<file path="src/rtl/midi_note_ctrl.sv">
// midi_note_ctrl: parses a MIDI byte stream into a monophonic note, a gate and an oscillator phase increment
module midi_note_ctrl #(
  parameter int          ACC_WIDTH = 24,
  parameter int unsigned CHANNEL   = 0
) (
  input  logic                 clk,
  input  logic                 reset_n,
  input  logic [7:0]           rx_data,
  input  logic                 rx_valid,
  output logic [ACC_WIDTH-1:0] phase_inc,
  output logic                 gate,
  output logic [6:0]           note,
  output logic [6:0]           velocity,
  output logic                 note_strobe
);
  localparam logic [1:0] IDLE    = 2'd0;
  localparam logic [1:0] WAIT_D1 = 2'd1;
  localparam logic [1:0] WAIT_D2 = 2'd2;
  logic [1:0]  state;
  logic [3:0]  rs_type;
  logic        rs_two;
  logic        rs_match;
  logic [6:0]  d1;
  logic        is_sys;
  logic        is_cv;
  logic        is_data;
  logic        done;
  logic [6:0]  m1;
  logic [6:0]  m2;
  logic [6:0]  oct;
  logic [6:0]  semi;
  logic [12:0] base;
  logic [12:0] inc;
  logic        note_on;
  logic        note_off;
  logic        all_off;
  // 0xF8-0xFF match none of these classes, so real-time bytes fall through untouched
  assign is_data  = rx_valid & ~rx_data[7];
  assign is_sys   = rx_valid & (rx_data[7:3] == 5'h1E);
  assign is_cv    = rx_valid & rx_data[7] & (rx_data[7:4] != 4'hF);
  assign done     = is_data & ((state == WAIT_D1 & ~rs_two) | state == WAIT_D2);
  assign m1       = state == WAIT_D2 ? d1 : rx_data[6:0];
  assign m2       = rx_data[6:0];
  assign note_on  = done & rs_match & rs_type == 4'h9 & m2 != 7'd0;
  assign note_off = done & rs_match & (rs_type == 4'h8 | (rs_type == 4'h9 & m2 == 7'd0)) & m1 == note;
  assign all_off  = done & rs_match & rs_type == 4'hB & m1 == 7'd123;
  assign oct      = m1 / 7'd12;
  assign semi     = m1 % 7'd12;
  // top-octave increments, halved once per octave below note 120
  always_comb begin
    base = 13'd0;
    case (semi)
      7'd0:    base = 13'd2809;
      7'd1:    base = 13'd2976;
      7'd2:    base = 13'd3153;
      7'd3:    base = 13'd3341;
      7'd4:    base = 13'd3539;
      7'd5:    base = 13'd3750;
      7'd6:    base = 13'd3973;
      7'd7:    base = 13'd4209;
      7'd8:    base = 13'd4459;
      7'd9:    base = 13'd4724;
      7'd10:   base = 13'd5005;
      7'd11:   base = 13'd5303;
      default: base = 13'd0;
    endcase
  end
  assign inc = base >> (7'd10 - oct);
  always_ff @(posedge clk or negedge reset_n) begin
    if (!reset_n) begin
      state       <= IDLE;
      rs_type     <= 4'd0;
      rs_two      <= 1'b0;
      rs_match    <= 1'b0;
      d1          <= 7'd0;
      phase_inc   <= '0;
      gate        <= 1'b0;
      note        <= 7'd0;
      velocity    <= 7'd0;
      note_strobe <= 1'b0;
    end else begin
      note_strobe <= note_on;
      if (is_sys) begin
        state    <= IDLE;
        rs_type  <= 4'd0;
        rs_two   <= 1'b0;
        rs_match <= 1'b0;
      end else if (is_cv) begin
        state    <= WAIT_D1;
        rs_type  <= rx_data[7:4];
        rs_two   <= rx_data[7:5] != 3'b110;
        rs_match <= (rx_data[7:4] == 4'h8 | rx_data[7:4] == 4'h9 | rx_data[7:4] == 4'hB) & rx_data[3:0] == 4'(CHANNEL);
      end else if (is_data & state != IDLE) begin
        d1    <= rx_data[6:0];
        state <= (state == WAIT_D1 & rs_two) ? WAIT_D2 : WAIT_D1;
      end
      if (note_on) begin
        note      <= m1;
        velocity  <= m2;
        gate      <= 1'b1;
        phase_inc <= ACC_WIDTH'(inc);
      end else if (note_off | all_off) begin
        gate <= 1'b0;
      end
    end
  end
endmodule

</file>
<file path="config.mk">
export PLATFORM = sky130hd
export DESIGN_NAME = midi_note_ctrl
export DESIGN_NICKNAME = d
export VERILOG_FILES = /design/src/rtl/midi_note_ctrl.sv
export SDC_FILE = /design/constraint.sdc
export NUM_CORES = 1
export LEC_CHECK = 0
export ABC_AREA = 1
export CAP_MARGIN = 20
export CORE_UTILIZATION = 40
export DETAILED_ROUTE_END_ITERATION = 16
export GPL_TIMING_DRIVEN = 0
export HOLD_SLACK_MARGIN = 0.12
export PLACE_DENSITY_LB_ADDON = 0.12
export SETUP_SLACK_MARGIN = 0.1
export SLEW_MARGIN = 15
export SYNTH_ARGS = -nofsm -noshare
export SYNTH_HDL_FRONTEND = slang
export SYNTH_SLANG_ARGS = --single-unit
</file>
<file path="constraint.sdc">
create_clock -name clk -period 4.6 [get_ports clk]
set_input_delay 0.92 -clock clk [delete_from_list [all_inputs] [get_ports clk]]
set_output_delay 0.92 -clock clk [all_outputs]
set_load 0.02 [all_outputs]
</file>
==> results of run 1 <==
==> cells by family after synthesis <==
logic type                 count (synthesis)  share of synthesized area, %
AOI/OAI and AO/OA                         70                         12.47
xor gates and xnor gates                   2                        0.5242
adders and majority gates                  8                         2.995
buffers and inverters                     81                         11.46
DFF                                       44                         32.95
other                                      1                        0.1122
and+or+nand+nor                          282                         39.50
==> metrics by stage <==
| step | area [µm²] | hold WS (ns) | setup slack (ns) | util (%) |
|---|---|---|---|---|
| 2_1_floorplan | 3379 | 0.4530 | 0.2888 | - |
| 3_3_place_gp | 3897 | 0.4693 | -1.022 | 49.41 |
| 3_5_place_dp | 3913 | 0.4689 | -1.083 | 49.60 |
| 4_1_cts | 4267 | 0.4905 | 0.1121 | 54.09 |
| 5_1_grt | 4434 | 0.5023 | 0.08283 | 56.22 |
| 6_report | 4434 | 0.4881 | 0.4486 | 56.22 |
==> per-layer routing <==
layer  wire (µm)  vias to the layer above  GRT usage (%)
li1            -                     1767              -
met1        4547                     1635          31.51
met2        4363                       93          36.15
met3         349                       17          2.276
met4         231                        0          9.615
met5           0                        -              0
==> Yosys cell counts (2+ instances only) <==
| cell type | n |
|---|---|
| o32ai_1 | 2 |
| buf_2 | 3 |
| o21ai_1 | 11 |
| buf_4 | 11 |
| nand3_1 | 73 |
| o2111ai_1 | 4 |
| nor3_1 | 3 |
| o21ai_0 | 34 |
| nand2_1 | 141 |
| ha_1 | 8 |
| o22ai_1 | 3 |
| inv_2 | 2 |
| dfrtp_1 | 44 |
| buf_6 | 3 |
| nand2_2 | 19 |
| nand4_1 | 19 |
| a21oi_1 | 7 |
| nand3_2 | 6 |
| clkbuf_1 | 6 |
| inv_1 | 54 |
| nor2_1 | 16 |
| nand2_4 | 2 |
==> registers in the layout (all words and copies together) (netlist names) <==
register and cells:
note_strobe 1, state 2, phase_inc 13, note 7, velocity 7, gate 1, rs_type 4, d1 7
rs_two 1, rs_match 1
==> where the power goes <==
group	internal (W)	total, W	leakage [nW]	switching [W]
Sequential	0.000419	0.000444	0.569	0.0000249
Clock	0.000272	0.000411	0.0784	0.000139
Combinational	0.000467	0.00130	1.65	0.000828
==> worst paths after layout <==
path	from	to	slack [ns]	depth (start not counted)
max in group asynchronous	reset_n	state[1]$_DFFE_PN0P_	3.64	2
max reg2reg	state[1]$_DFFE_PN0P_	phase_inc[2]$_DFFE_PN0P_	0.52	35
max	rx_data[0]	phase_inc[2]$_DFFE_PN0P_	0.45	33
min	reset_n	velocity[5]$_DFFE_PN0P_	0.49	1
min in group clk	phase_inc[1]$_DFFE_PN0P_	phase_inc[1]$_DFFE_PN0P_	0.49	2
min reg2reg	phase_inc[1]$_DFFE_PN0P_	phase_inc[1]$_DFFE_PN0P_	0.49	2
==> cell type report <==
type,instances,area (µm²),area share [%]
multi-input cells,373,2041,46.02
flip-flops and latches,44,1102,24.86
repair buffers,65,603.1,13.60
inverters,56,212.7,4.797
plain buffers,25,188.9,4.261
well taps,102,127.6,2.878
clock inverters,3,90.09,2.032
clock buffers,5,68.82,1.552
==> what timing repair did <==
| item | CTS | global route |
|---|---|---|
| setup endpoints to repair | 13 | 13 |
| buffers inserted | 15 | 10 |
| pin swaps | 14 | 15 |
| endpoints found under the hold margin | 0 | 0 |
| gates resized for setup | 25 | 29 |
==> impl_results.md, run 1 <==
* Max-slew violation count at 0
* Async SR Flop Fraction at 100.0%
* Worst path slowest cell: ha_1
* Worst Path Buf+Inv at 8
* Startpoint types: primary input
* Final std cells w/o fill at around 670
* Routability congestion estimate at between 0.8 and 0.9
* Worst-path fanout max at 10
* Most frequent cells in the layout: nand2_1 (132), nand3_1 (69), inv_1 (48), dfrtp_1 (43), buf_4 (36)
* YS warnings at 0
* Largest net degree at the start of global routing at 34
* TritonCTS clock tree: built
* Die Y at around 93 µm
* CP arrival at 4.40 ns
* Core area at 7888 µm²
* Routed vias at between 3000 and 4000
* Setup violators final at 0
* Cells after synthesis at approximately 500
* Initial core utilization at a little over two fifths
* Post-synth EDFFs at 0
* Antenna violations before repair at 0
* Hold_buf cts at 0
* Number of synthesized register bits at 44
* Outcome: complete, no violations
* Full die area at a little under 9000 µm²
* Fin. Hold Viols at 0
* GRT Util Overall at between 20% and 30%
* # port buffers at 39
* Ports at ~50
* Worst path required time at 4.85 ns
* CTS Sinks at 44
* Detailed Route Iter0 Violations at around 210
* Top Family by Delay on Critical Path: simple AND/OR/NAND/NOR gates
* Max clock buf depth at 2
* Residual DRC at 0
* Share of post-route cells with drive strength above 1 at a little over 20%
* Fmax at between 0.2 and 0.25 GHz
* Nets at around 600
* Post-Syn Area per Cell at 6.848 µm²
* Die width at around 93 µm
* Synth area leaders: dfrtp_1 (33%), nand2_1 (16%), nand3_1 (11%)
* Ant diodes at 0
* Register area share after synthesis at about a third
* Clock transition at path regs at approximately 0.09 ns
* Setup crit end kind: flop
* Leading cell type in the layout, fill and taps excluded: nand2_1
* Max-slew headroom at between 40 and 50%
* Yosys cell types at 39
* Actual slew at the worst max-slew pin at between 0.7 and 0.8 ns
* Vias in the first global route at ~3300
* Largest stage delay, worst path at ~0.18 ns
* Pwr per Cell Area at approximately 480 nW/µm²
* Worst VDD drop at about 260 µV
* Pwr Total at 0.002150 W
* Fill cells at 740
* Leading area contributor after synthesis: dfrtp_1
* Global-route wire length before repair at between 15 and 20 mm
* Yosys top cell area share at around 33%
* Synthesized cell area at approximately 3300 µm²
* Gr ovfl total at 0
* DRT antenna net count at 0
* Vias per cell at around 5.2
* Max cap viols at 0
* Setup Skew at approximately 0.011 ns
* DR WL/cell at about 14 µm
* DR pass1 iterations at 5
* CTS Buf Count at 5
* Final Critical Period at around 4.2 ns
* Placed Cells at 640
* Htree depth at 2
* Area delta synth->final at 32.68%
* Critical path class: in -> reg
* CTS root buffer: clkbuf_8
* Site row count at 32
* Dpl hpwl at about 7.0 mm
* CP dominant cell by count: nand2_1
* RSZ-0062 raised after global routing: no
* Fin crit share at approximately 90%
* Setup TNS at 0 ns
* Hold Path Class: in -> async
* Main flop type after synthesis: dfrtp_1
* Drt total wl at about 9.5 mm
* Lkg Pwr at 2.292 nW
* Worst skew pair latency at approximately 0.31 ns
Note: power is estimated with default switching activity, not from simulation.
==> run 2: changes to the inputs <==
CORE_MARGIN = 2   (was default)
CTS_CLUSTER_SIZE = 10   (was default)
==> impl_results.md, run 2 (synthesized netlist as in run 1, its figures left out) <==
* Dpl hpwl at 7.090 mm (+1.1%)
* CTS Buf Count at 5 (unchanged)
* Detailed Route Iter0 Violations at 235 (+11%)
* Setup TNS at 0 ns (unchanged)
* Met1 Wirelength at 4.601 mm (+1.2%)
* GRT Util Overall at 22.30% (-0.47 points)
* RSZ-0062 raised after global routing: no
* Setup crit start: rx_data[0]
* Worst r2r src: state[0]$_DFFE_PN0P_
* Die Y at 95.41 µm (+2.1%)
* Vias per cell at 5.310 (+1.7%)
* Core area at 8175 µm² (+3.6%)
* Placed inst area at 3916 µm² (about the same)
* Nets at 591 (+0.34%)
* DRT antenna net count at 0 (unchanged)
* Vias in the first global route at 3379 (+2.1%)
* Global-route wire length before repair at 16.01 mm (+2.2%)
* Worst VDD drop at 177.2 µV (-33%)
* Area delta synth->final at 32.35%
* TritonCTS clock tree: built
* Worst setup slack for register-to-register paths at 0.38 ns (-0.14 ns)
* Combinational power share at 65.5% (+5.3 points)
* Residual DRC at 0 (unchanged)
* Full die area at 9102 µm² (+4.3%)
* Clock transition at path regs at 0.09 ns (about the same)
* Leading cell type in the layout, fill and taps excluded: nand2_1
* Worst-path fanout max at 6 (-4)
* Max-slew violation count at 0 (unchanged)
* CTS Sinks at 44 (unchanged)
* Htree depth at 2 (unchanged)
* Fin. Hold Viols at 0 (unchanged)
* DR pass1 iterations at 4 (-1)
* Routed vias at 3600 (+2.5%)
* CTS root buffer: clkbuf_8
* Actual slew at the worst max-slew pin at 0.8545 ns (+0.05524 ns)
* Hold Path Class: in -> async
* Setup crit end kind: flop
* Clock power frac at 12.5% (-6.6 points)
* Fill cells at 813 (+9.9%)
* Share of post-route cells with drive strength above 1 at 22.16% (+1.8 points)
* Final Critical Period at 4.265 ns (+0.1140 ns)
* Worst path slowest cell: o21bai_4
* Post-Place Worst Slack at -1.033 ns (+0.05049 ns)
* Switching Share at 49.61% (+3.5 points)
* DR WL/cell at 14.25 µm (+1.1%)
* CP arrival at 4.50 ns (+0.10 ns)
* Fin crit share at 92.73% (+2.5 points)
* Drt total wl at 9.664 mm (+1.8%)
* Register with the most flip-flops: phase_inc
* Die width at 95.41 µm (+2.1%)
* Critical path class: in -> reg
* Max clock buf depth at 2 (unchanged)
* Site row count at 33 (+3.1%)
* Met3 Wirelength at 407 µm (+17%)
* Final std cells w/o fill at 678 (+0.74%)
* Max-slew headroom at 42.60% (-3.7 points)
* Switching pwr at 0.001005 W (+1.2%)
* Gr ovfl total at 0 (unchanged)
* Post-route cell area at 4423 µm² (-0.25%)
* Highest metal used: met4
* Fmax at 0.2344 GHz (-2.7%)
* Startpoint types: primary input
* Ant diodes at 0 (unchanged)
* Worst skew pair latency at 0.30 ns (about the same)
* Wire length on met2 at 4.487 mm (+2.8%)
* Antenna violations before repair at 0 (unchanged)
* Outcome: complete, no violations
* Placed Cells at 643 (+0.47%)
* Setup Skew at 0.007278 ns (-0.003958 ns)
* PnR worst setup slack at 0.3346 ns (-0.1140 ns)
* Lkg Pwr at 2.250 nW (-1.9%)
* Largest net degree at the start of global routing at 34 (unchanged)
* Max cap viols at 0 (unchanged)
* Ports at 51 (unchanged)
* Setup violators final at 0 (unchanged)
* Register share of total power at 21.9% (+1.2 points)
* Worst reg2reg path depth at 35 (unchanged)
* CP dominant cell by count: nand2_2
* Worst path required time at 4.84 ns (about the same)
* Initial core utilization at 40.88% (-1.5 points)
* Largest stage delay, worst path at 0.21 ns (+0.03 ns)
* Largest register FFs at 13 (unchanged)
* Pwr per Cell Area at 457.8 nW/µm² (-5.6%)
* Internal Power at 0.001020 W (-12%)
* Most frequent cells in the layout: nand2_1 (129), nand3_1 (69), inv_1 (46), dfrtp_1 (43), buf_4 (36)
* Routability congestion estimate at 0.8969 (+1.2%)
* Hold_buf cts at 0 (unchanged)
* # port buffers at 39 (unchanged)
==> run 2: timing repair <==
item                       4_1_cts  5_1_grt
cloned                           1        1
resized for setup               25       37
pin swaps                       10       24
setup buffers                    8       17
setup endpoints to repair       13       13
==> run 2: path summary, 6_finish.rpt <==
path	end
max in group asynchronous	state[1]$_DFFE_PN0P_
hold / removal	velocity[5]$_DFFE_PN0P_
hold reg to reg	phase_inc[10]$_DFFE_PN0P_
setup / recovery	phase_inc[0]$_DFFE_PN0P_
setup reg to reg	phase_inc[0]$_DFFE_PN0P_
min in group clk	phase_inc[10]$_DFFE_PN0P_
==> run 2: metrics by stage <==
stage          utilization (%)  power (W)  hold slack, ns
6_report                 54.10   0.002025          0.4874
4_1_cts                  50.57   0.001884          0.4912
3_5_place_dp             47.90   0.001568          0.4684
3_3_place_gp             47.72   0.001562          0.4686
5_1_grt                  54.10   0.002196          0.5068
2_1_floorplan                -   0.001324          0.4530
==> run 2: per-layer routing <==
layer  global-route usage [%]  vias up
li1                         -     1772
met1                    32.16     1715
met2                    35.62       98
met3                    2.372       15
met4                    6.071        0
met5                        0        -
==> run 2: worst max-delay path: cells and delay by family <==
family / cells / cell delay [ns]
buf+inv: 7 / 0.82
compound gates: 3 / 0.43
fa+ha+maj: 2 / 0.36
simple gates: 21 / 1.97
==> run 2: power by group through the flow <==
stage          combinational, W  clock, W  sequential, W
5_1_grt                 0.00147  0.000277       0.000449
4_1_cts                 0.00118  0.000260       0.000442
2_1_floorplan          0.000879         0       0.000444
6_report                0.00133  0.000254       0.000444
3_5_place_dp            0.00112         0       0.000447
3_3_place_gp            0.00112         0       0.000447
==> run 2: final cells by class <==
type                       count  area [µm²]  share of cell area [%]
sequential                    44        1102                   24.92
inverter                      56       210.2                   4.752
multi-input combinational    373        2085                   47.13
clock inverter                 2       10.01                  0.2263
tap                          105       131.4                   2.970
buffer                        25       180.2                   4.074
clock buffer                   6       82.58                   1.867
timing repair buffer          67       621.8                   14.06
==> run 3: changes to the inputs <==
CORE_UTILIZATION = 25   (was 40)
GPL_ROUTABILITY_DRIVEN = 0   (was default)
==> impl_results.md, run 3 (synthesized netlist as in run 1, its figures left out) <==
* Outcome: complete, no violations
* Full die area at 14310 µm² (+57%)
* Antenna violations before repair at 0 (unchanged)
* DR WL/cell at 13.78 µm (-3.3%)
* Site row count at 42 (+27%)
* RR Endpoint: phase_inc[0]$_DFFE_PN0P_
* Area delta synth->final at 35.75%
* Worst setup slack for register-to-register paths at 0.40 ns (+0.02 ns)
* Worst path required time at 4.83 ns (about the same)
* Register with the most flip-flops: phase_inc
* Min-delay src: phase_inc[3]$_DFFE_PN0P_
* Max cap viols at 0 (unchanged)
* RSZ-0062 raised after global routing: no
* Hold_buf cts at 0 (unchanged)
* Ports at 51 (unchanged)
* Critical path class: in -> reg
* TritonCTS clock tree: built
* Setup violators final at 0 (unchanged)
* Switching Share at 47.95% (-1.7 points)
* Share of post-route cells with drive strength above 1 at 21.29% (-0.87 points)
* Die width at 119.6 µm (+25%)
* Routed vias at 3501 (-2.8%)
* Global-route wire length before repair at 17.15 mm (+7.2%)
* Worst reg2reg path depth at 35 (unchanged)
* Ant diodes at 0 (unchanged)
* Post-Place Worst Slack at -1.225 ns (-0.1918 ns)
* Core area at 13140 µm² (+61%)
* Combinational power share at 61.7% (-3.8 points)
* CP arrival at 4.48 ns (-0.02 ns)
* Setup crit start: rx_data[5]
* FF/Latch Area at 1102 µm² (unchanged)
* Switching pwr at 0.001019 W (+1.5%)
* Clock power frac at 17.4% (+4.9 points)
* Fmax at 0.2350 GHz (+0.25%)
* Fin. Hold Viols at 0 (unchanged)
* Die Y at 119.6 µm (+25%)
* Max clock buf depth at 2 (unchanged)
* Final Critical Period at 4.255 ns (-0.01084 ns)
* Largest register FFs at 13 (unchanged)
* Setup crit end kind: flop
* Setup Skew at 0.009498 ns (+0.002220 ns)
* Fill cells at 1469 (+81%)
* Dpl hpwl at 7.905 mm (+11%)
* Largest net degree at the start of global routing at 33 (-2.9%)
* Initial core utilization at 25.44% (-15 points)
* CTS root buffer: clkbuf_16
* Gr ovfl total at 0 (unchanged)
* Internal Power at 0.001106 W (+8.5%)
* Placed inst area at 4005 µm² (+2.3%)
* Worst r2r src: state[0]$_DFFE_PN0P_
* Startpoint types: primary input
* Worst path slowest cell: dlygate4sd2_1
* Worst-path fanout max at 10 (+4)
* Hold Path Depth at 2
* Drt total wl at 10.32 mm (+6.8%)
* Actual slew at the worst max-slew pin at 0.9279 ns (+0.07340 ns)
* CTS Buf Count at 5 (unchanged)
* CP dominant cell by count: nand2_2
* Worst setup path endpoint: phase_inc[0]$_DFFE_PN0P_
* Vias per cell at 4.674 (-12%)
* Most frequent cells in the layout: nand2_1 (131), nand3_1 (68), inv_1 (47), dfrtp_1 (43), buf_4 (37)
* DRT antenna net count at 0 (unchanged)
* Nets at 591 (unchanged)
* DR pass1 iterations at 7 (+3)
* Leading cell type in the layout, fill and taps excluded: nand2_1
* Lkg Pwr at 2.267 nW (+0.79%)
* Pwr per Cell Area at 468.5 nW/µm² (+2.4%)
* Vias in the first global route at 3367 (-0.36%)
* Post-route cell area at 4537 µm² (+2.6%)
* CTS Sinks at 44 (unchanged)
* Fin crit share at 92.49% (-0.24 points)
* Residual DRC at 0 (unchanged)
* Setup TNS at 0 ns (unchanged)
* Max-slew headroom at 37.67% (-4.9 points)
* Pwr Total at 0.002126 W (+5.0%)
* Register share of total power at 20.9% (-1.0 points)
* Worst skew pair latency at 0.29 ns (about the same)
* Largest stage delay, worst path at 0.26 ns (+0.05 ns)
* PnR worst setup slack at 0.3454 ns (+0.01084 ns)
* Hold Path Class: reg -> reg
* Worst VDD drop at 255.0 µV (+44%)
* # port buffers at 39 (unchanged)
* Max-slew violation count at 0 (unchanged)
* Htree depth at 2 (unchanged)
* GRT Util Overall at 14.91% (-7.4 points)
* Area of the multi-input gates at 2067 µm² (-0.84%)
* Detailed Route Iter0 Violations at 232 (-1.3%)
* Clock transition at path regs at 0.07 ns (-0.02 ns)
## run 3: repair_timing
action | 4_1_cts | 5_1_grt
gates cloned | 1 | 0
buffers inserted | 10 | 16
setup endpoints to repair | 13 | 13
pin swaps | 15 | 19
gates resized for setup | 32 | 29
hold endpoints to repair | 0 | 0
## run 3: metrics by stage
stage / hold slack (ns) / utilization [%] / instances
2_1_floorplan: 0.4530 / - / 498
3_3_place_gp: 0.4679 / 30.37 / 713
3_5_place_dp: 0.4701 / 30.49 / 714
4_1_cts: 0.4872 / 32.91 / 733
5_1_grt: 0.5082 / 34.53 / 749
6_report: 0.4840 / 34.53 / 749
## run 3: how the worst min path moves through the flow
stage	to	slack [ns]
after global placement	phase_inc[0]$_DFFE_PN0P_	0.47
final	phase_inc[3]$_DFFE_PN0P_	0.48
after detailed placement	phase_inc[3]$_DFFE_PN0P_	0.47
after floorplan	d1[1]$_DFFE_PN0P_	0.45
after CTS	phase_inc[3]$_DFFE_PN0P_	0.49
after global routing	phase_inc[1]$_DFFE_PN0P_	0.51
## run 3: cell type report
cell class                 count  share of cell area [%]
inverter                      56                   4.633
multi-input combinational    373                   45.56
buffer                        25                   4.164
clock inverter                 1                  0.1655
sequential                    44                   24.30
timing repair buffer          67                   13.18
tap                          176                   4.854
clock buffer                   7                   3.144
## run 3: power groups by stage
stage	sequential, W	clock, W	combinational (W)
finish	0.000445	0.000369	0.00131
global route	0.000449	0.000397	0.00147
CTS	0.000443	0.000380	0.00122
detailed placement	0.000448	0	0.00114
global placement	0.000447	0	0.00114
floorplan	0.000444	0	0.000879
## run 3: worst max-delay path, delay by kind of cell
kind,cells,cell delay (ns)
simple gates,19,1.74
buf+inv,9,1.05
compound gates,3,0.40
fa+ha+maj,2,0.38
## run 3: metal layers
layer  vias to the layer above  wire, µm  GRT usage, %
met3                        11       347         1.759
met4                         0       183         4.779
met5                         -         0             0
met1                      1632      5060         20.84
met2                        78      4733         24.00
li1                       1780         -             -
==> edit 1 (settings of run 2) <==
Put one more register stage on the output `phase_inc`, with the module's reset. The value now appears one clock later. The other outputs are not delayed to match.
--- a/src/rtl/midi_note_ctrl.sv
+++ b/src/rtl/midi_note_ctrl.sv
@@ -18,2 +18,4 @@
   localparam logic [1:0] WAIT_D2 = 2'd2;
+
+  logic [ACC_WIDTH-1:0] phase_inc_s0;
   logic [1:0]  state;
@@ -75,3 +77,3 @@
       d1          <= 7'd0;
-      phase_inc   <= '0;
+      phase_inc_s0 <= '0;
       gate        <= 1'b0;
@@ -100,3 +102,3 @@
         gate      <= 1'b1;
-        phase_inc <= ACC_WIDTH'(inc);
+        phase_inc_s0 <= ACC_WIDTH'(inc);
       end else if (note_off | all_off) begin
@@ -106,2 +108,10 @@
   end
+  always_ff @(posedge clk or negedge reset_n) begin
+    if (!reset_n) begin
+      phase_inc <= '0;
+    end else begin
+      phase_inc <= phase_inc_s0;
+    end
+  end
+
 endmodule
Function: changed (a bounded check fails within 4 cycles, from zero or initial values and one cycle with reset_n low).
==> edit 1 against run 2 <==
  * Maximum frequency rose by 0.65%
  * Clock skew rose by 0.00090 ns
  * Area after synthesis rose by 11%
  * Wire length rose by 4.8%
  * Total power rose by 11%
  * Sequential cell count rose by 13
  * Sequential power rose by 25%
  * Worst setup slack improved by 0.028 ns
  * Final area rose by 14%
  * Critical endpoint is now phase_inc_s0[2]
==> edit 1: results (changes against run 2) <==
ROUTE.DETAILED.WL_PER_INST_UM=14.5  # was 14.3 um
CRIT_SLOWEST_CELL='sky130_fd_sc_hd__dfrtp_1'  # was sky130_fd_sc_hd__o21bai_4
IR_DROP_V=0.000168  # was 0.000177 V
POWER_PER_CELL_AREA_mW_PER_MM2=448  # was 458 mW/mm^2
CTS.REPAIR.RESIZED=23  # was 25
NETS=604  # was 591
PLACED_CELL_AREA_SQ_MM=0.00428  # was 0.00392 sq mm
POST_SYNTH_MAIN_AREA_CONTRIBUTORS='sky130_fd_sc_hd__dfrtp_1 38%, sky130_fd_sc_hd__nand2_1 15%, sky130_fd_sc_hd__nand3_1 9.3%, sky130_fd_sc_hd__o21ai_0 4.2%, sky130_fd_sc_hd__inv_1 4.1%'  # was sky130_fd_sc_hd__dfrtp_1 33%, sky130_fd_sc_hd__nand2_1 16%, sky130_fd_sc_hd__nand3_1 11%, sky130_fd_sc_hd__inv_1 6.1%, sky130_fd_sc_hd__o21ai_0 5.1%
CLOCK_INSERTION_DELAY_AT_THE_LATER_PIN_OF_THE_SKEW_REPORT_NS=0.35  # was 0.30 ns
CRIT_ARRIVAL_NS=4.53  # was 4.50 ns
OUTCOME='finished clean'  # unchanged
CTS_SETUP_BUFFERS=11  # was 8
SYNTH.TOP_CELLS.BY_COUNT='144 x sky130_fd_sc_hd__nand2_1, 69 x sky130_fd_sc_hd__nand3_1, 57 x sky130_fd_sc_hd__dfrtp_1, 41 x sky130_fd_sc_hd__inv_1, 31 x sky130_fd_sc_hd__o21ai_0'  # was 141 x sky130_fd_sc_hd__nand2_1, 73 x sky130_fd_sc_hd__nand3_1, 54 x sky130_fd_sc_hd__inv_1, 44 x sky130_fd_sc_hd__dfrtp_1, 34 x sky130_fd_sc_hd__o21ai_0
CTS_MAX_LEVEL=3  # was 2
MET2WIRELENGTH_UM=4760  # was 4490 um
POWER_SWITCHING_SHARE=0.423  # was 0.496
SYNTH-SEQ-AREA-SHARE=0.384  # was 0.329
DP.FINAL_HPWL_UM=7080  # was 7090 um
DETAILED_ROUTE_WIRE_LENGTH_ON_METAL_1_UM=4620  # was 4600 um
CTS_BUFFERS=9  # was 5
CRITICAL_PATH.MAX_FANOUT=10  # was 6
FINCLKSKEW_NS=0.00817  # was 0.00728 ns
FILLERS=852  # was 813
ROUTED_WL_UM=10100  # was 9660 um
FIRST_ITER_VIOLATIONS=257  # was 235
GLOBAL_ROUTE_USAGE_OVER_ALL_LAYERS=0.201  # was 0.223
SYNTH_COMPOUND_AREA_FRAC=0.107  # was 0.125
==> edit 1: cell types whose count changed after synthesis, sizes merged, moves of 3 or more <==
cell / delta
inv: -11
dfrtp: +13
nand3: -4
xor2: +3
o2111ai: -3
==> edit 1: worst paths after layout <==
check	startpoint	end	slack [ns]
setup / recovery	state[0]	phase_inc_s0[2]	0.36
min in group asynchronous	reset_n	d1[6]	0.60
hold reg to reg	phase_inc_s0[11]	phase_inc[11]	0.38
hold / removal	phase_inc_s0[11]	phase_inc[11]	0.38
max in group asynchronous	reset_n	state[1]	3.48
setup reg to reg	state[0]	phase_inc_s0[2]	0.36
==> edit 1: final cells by class <==
cell class / count / area (sq um) / area share
timing repair buffer: 75 / 661 / 0.132
clock inverter: 7 / 125 / 0.0249
inverter: 46 / 183 / 0.0364
clock buffer: 9 / 124 / 0.0247
sequential: 57 / 1430 / 0.284
buffer: 25 / 178 / 0.0354
multi-input combinational: 371 / 2180 / 0.435
tap: 111 / 139 / 0.0277
==> edit 2 (settings of run 2) <==
Made on the original files. Change the parameter `ACC_WIDTH` from 24 to 36.
--- a/src/rtl/midi_note_ctrl.sv
+++ b/src/rtl/midi_note_ctrl.sv
@@ -2,3 +2,3 @@
 module midi_note_ctrl #(
-  parameter int          ACC_WIDTH = 24,
+  parameter int          ACC_WIDTH = 36,
   parameter int unsigned CHANNEL   = 0
Ports: changed (resized phase_inc); port bits go from 51 to 63. No check against the original RTL was run, so the function may have changed too.
==> edit 2 against run 2 <==
  * Sequential power about the same
  * Total power increased by 4.5%
  * Non-clock buffer count up 9
  * Sequential share of layout area down 0.81 points
  * Clock skew shrank 0.0016 ns
  * Area after synthesis is 2.7% higher
  * Final area rose by 3.3%
  * Worst setup slack improved by 0.028 ns
  * First-iteration DRC count down 4.3%
  * Wire length rose by 1.4%
  * Sequential cell count unchanged
  * Maximum frequency is 0.67% higher
==> edit 2: results (changes against run 2) <==
GP_CONGESTION=0.920  # was 0.897
VIAS=3623  # was 3600
WORST-SLEW-PIN-TRANSITION_NS=0.894  # was 0.854 ns
CRIT_SLOWEST_CELL='sky130_fd_sc_hd__clkdlybuf4s50_1'  # was sky130_fd_sc_hd__o21bai_4
SETUP.REG_TO_REG.WORST_SLACK_NS=0.41  # was 0.38 ns
FILLERS=787  # was 813
DP_SLACK_NS=-1.10  # was -1.03 ns
ROUTED_WL_UM=9800  # was 9660 um
SYNTH-SEQ-AREA-SHARE=0.321  # was 0.329
GRT_START_MAX_NET_PINS=35  # was 34
GLOBAL_ROUTE_USAGE_OVER_ALL_LAYERS=0.205  # was 0.223
SYNTH_COMPOUND_AREA_FRAC=0.121  # was 0.125
OUTCOME='finished clean'  # unchanged
SYNTHADDERAREAFRAC=0.0292  # was 0.0300
FIN_HOLD_WS_NS=0.489  # was 0.487 ns
CTS.REPAIR.RESIZED=24  # was 25
CRITICAL_PATH.MAX_STAGE_DELAY_NS=0.52  # was 0.21 ns
STATIC-LEAKAGE-POWER_uW=0.00235  # was 0.00225 uW
TIMING.REG2REG.WORST_PATH_DEPTH=36  # was 35
CTS_SETUP_BUFFERS=11  # was 8
SYNTH_XOR_XNOR_AREA_SHARE=0.00510  # was 0.00524
CRIT_ARRIVAL_NS=4.46  # was 4.50 ns
DP.FINAL_HPWL_UM=7250  # was 7090 um
IR_DROP_V=0.000269  # was 0.000177 V
POST_SYNTH_MAIN_AREA_CONTRIBUTORS='sky130_fd_sc_hd__dfrtp_1 32%, sky130_fd_sc_hd__nand2_1 15%, sky130_fd_sc_hd__nand3_1 11%, sky130_fd_sc_hd__inv_1 5.9%, sky130_fd_sc_hd__buf_4 5.0%'  # was sky130_fd_sc_hd__dfrtp_1 33%, sky130_fd_sc_hd__nand2_1 16%, sky130_fd_sc_hd__nand3_1 11%, sky130_fd_sc_hd__inv_1 6.1%, sky130_fd_sc_hd__o21ai_0 5.1%
## edit 2: cell type report
| type | count | area [sq um] | area share |
|---|---|---|---|
| multi-input cells | 385 | 2130 | 0.467 |
| flip-flops and latches | 44 | 1100 | 0.241 |
| repair buffers | 64 | 602 | 0.132 |
| plain buffers | 37 | 270 | 0.0592 |
| inverters | 56 | 210 | 0.0460 |
| well taps | 105 | 131 | 0.0288 |
| clock buffers | 6 | 82.6 | 0.0181 |
| clock inverters | 2 | 38.8 | 0.00849 |
## edit 2: cell families after synthesis
family,Yosys count
other cells,1
xor+xnor,2
buf+inv,93
simple gates,282
fa+ha+maj,8
flops,44
compound gates,70
## edit 2: power by group through the flow
stage / clock network (uW) / registers, uW / logic (uW)
2_1_floorplan: 0 / 444 / 896
3_3_place_gp: 0 / 447 / 1130
3_5_place_dp: 0 / 448 / 1140
4_1_cts: 324 / 443 / 1210
5_1_grt: 337 / 448 / 1500
6_report: 315 / 444 / 1360
## edit 2: per-layer routing
layer,global-route usage,share of wire,vias to the layer above,wire length (um)
met4,0.0596,0.022,0,212
li1,-,-,1806,-
met2,0.340,0.47,104,4600
met1,0.282,0.47,1696,4580
met5,0,0,-,0
met3,0.0260,0.042,17,414
## edit 2: metrics by stage
| step | setup TNS, ns | cells |
|---|---|---|
| after floorplan | 0 | 522 |
| after global placement | -12.68 | 666 |
| after detailed placement | -13.00 | 667 |
| after CTS | 0 | 687 |
| after global routing | 0 | 699 |
| final | 0 | 699 |
## edit 2: path summary, 6_finish.rpt
kind,endpoint,from
max,phase_inc[5],rx_data[2]
min reg2reg,phase_inc[10],phase_inc[10]
min,rs_type[0],reset_n
max reg2reg,phase_inc[5],state[0]
min in group clk,phase_inc[10],phase_inc[10]
max in group asynchronous,phase_inc[1],reset_n
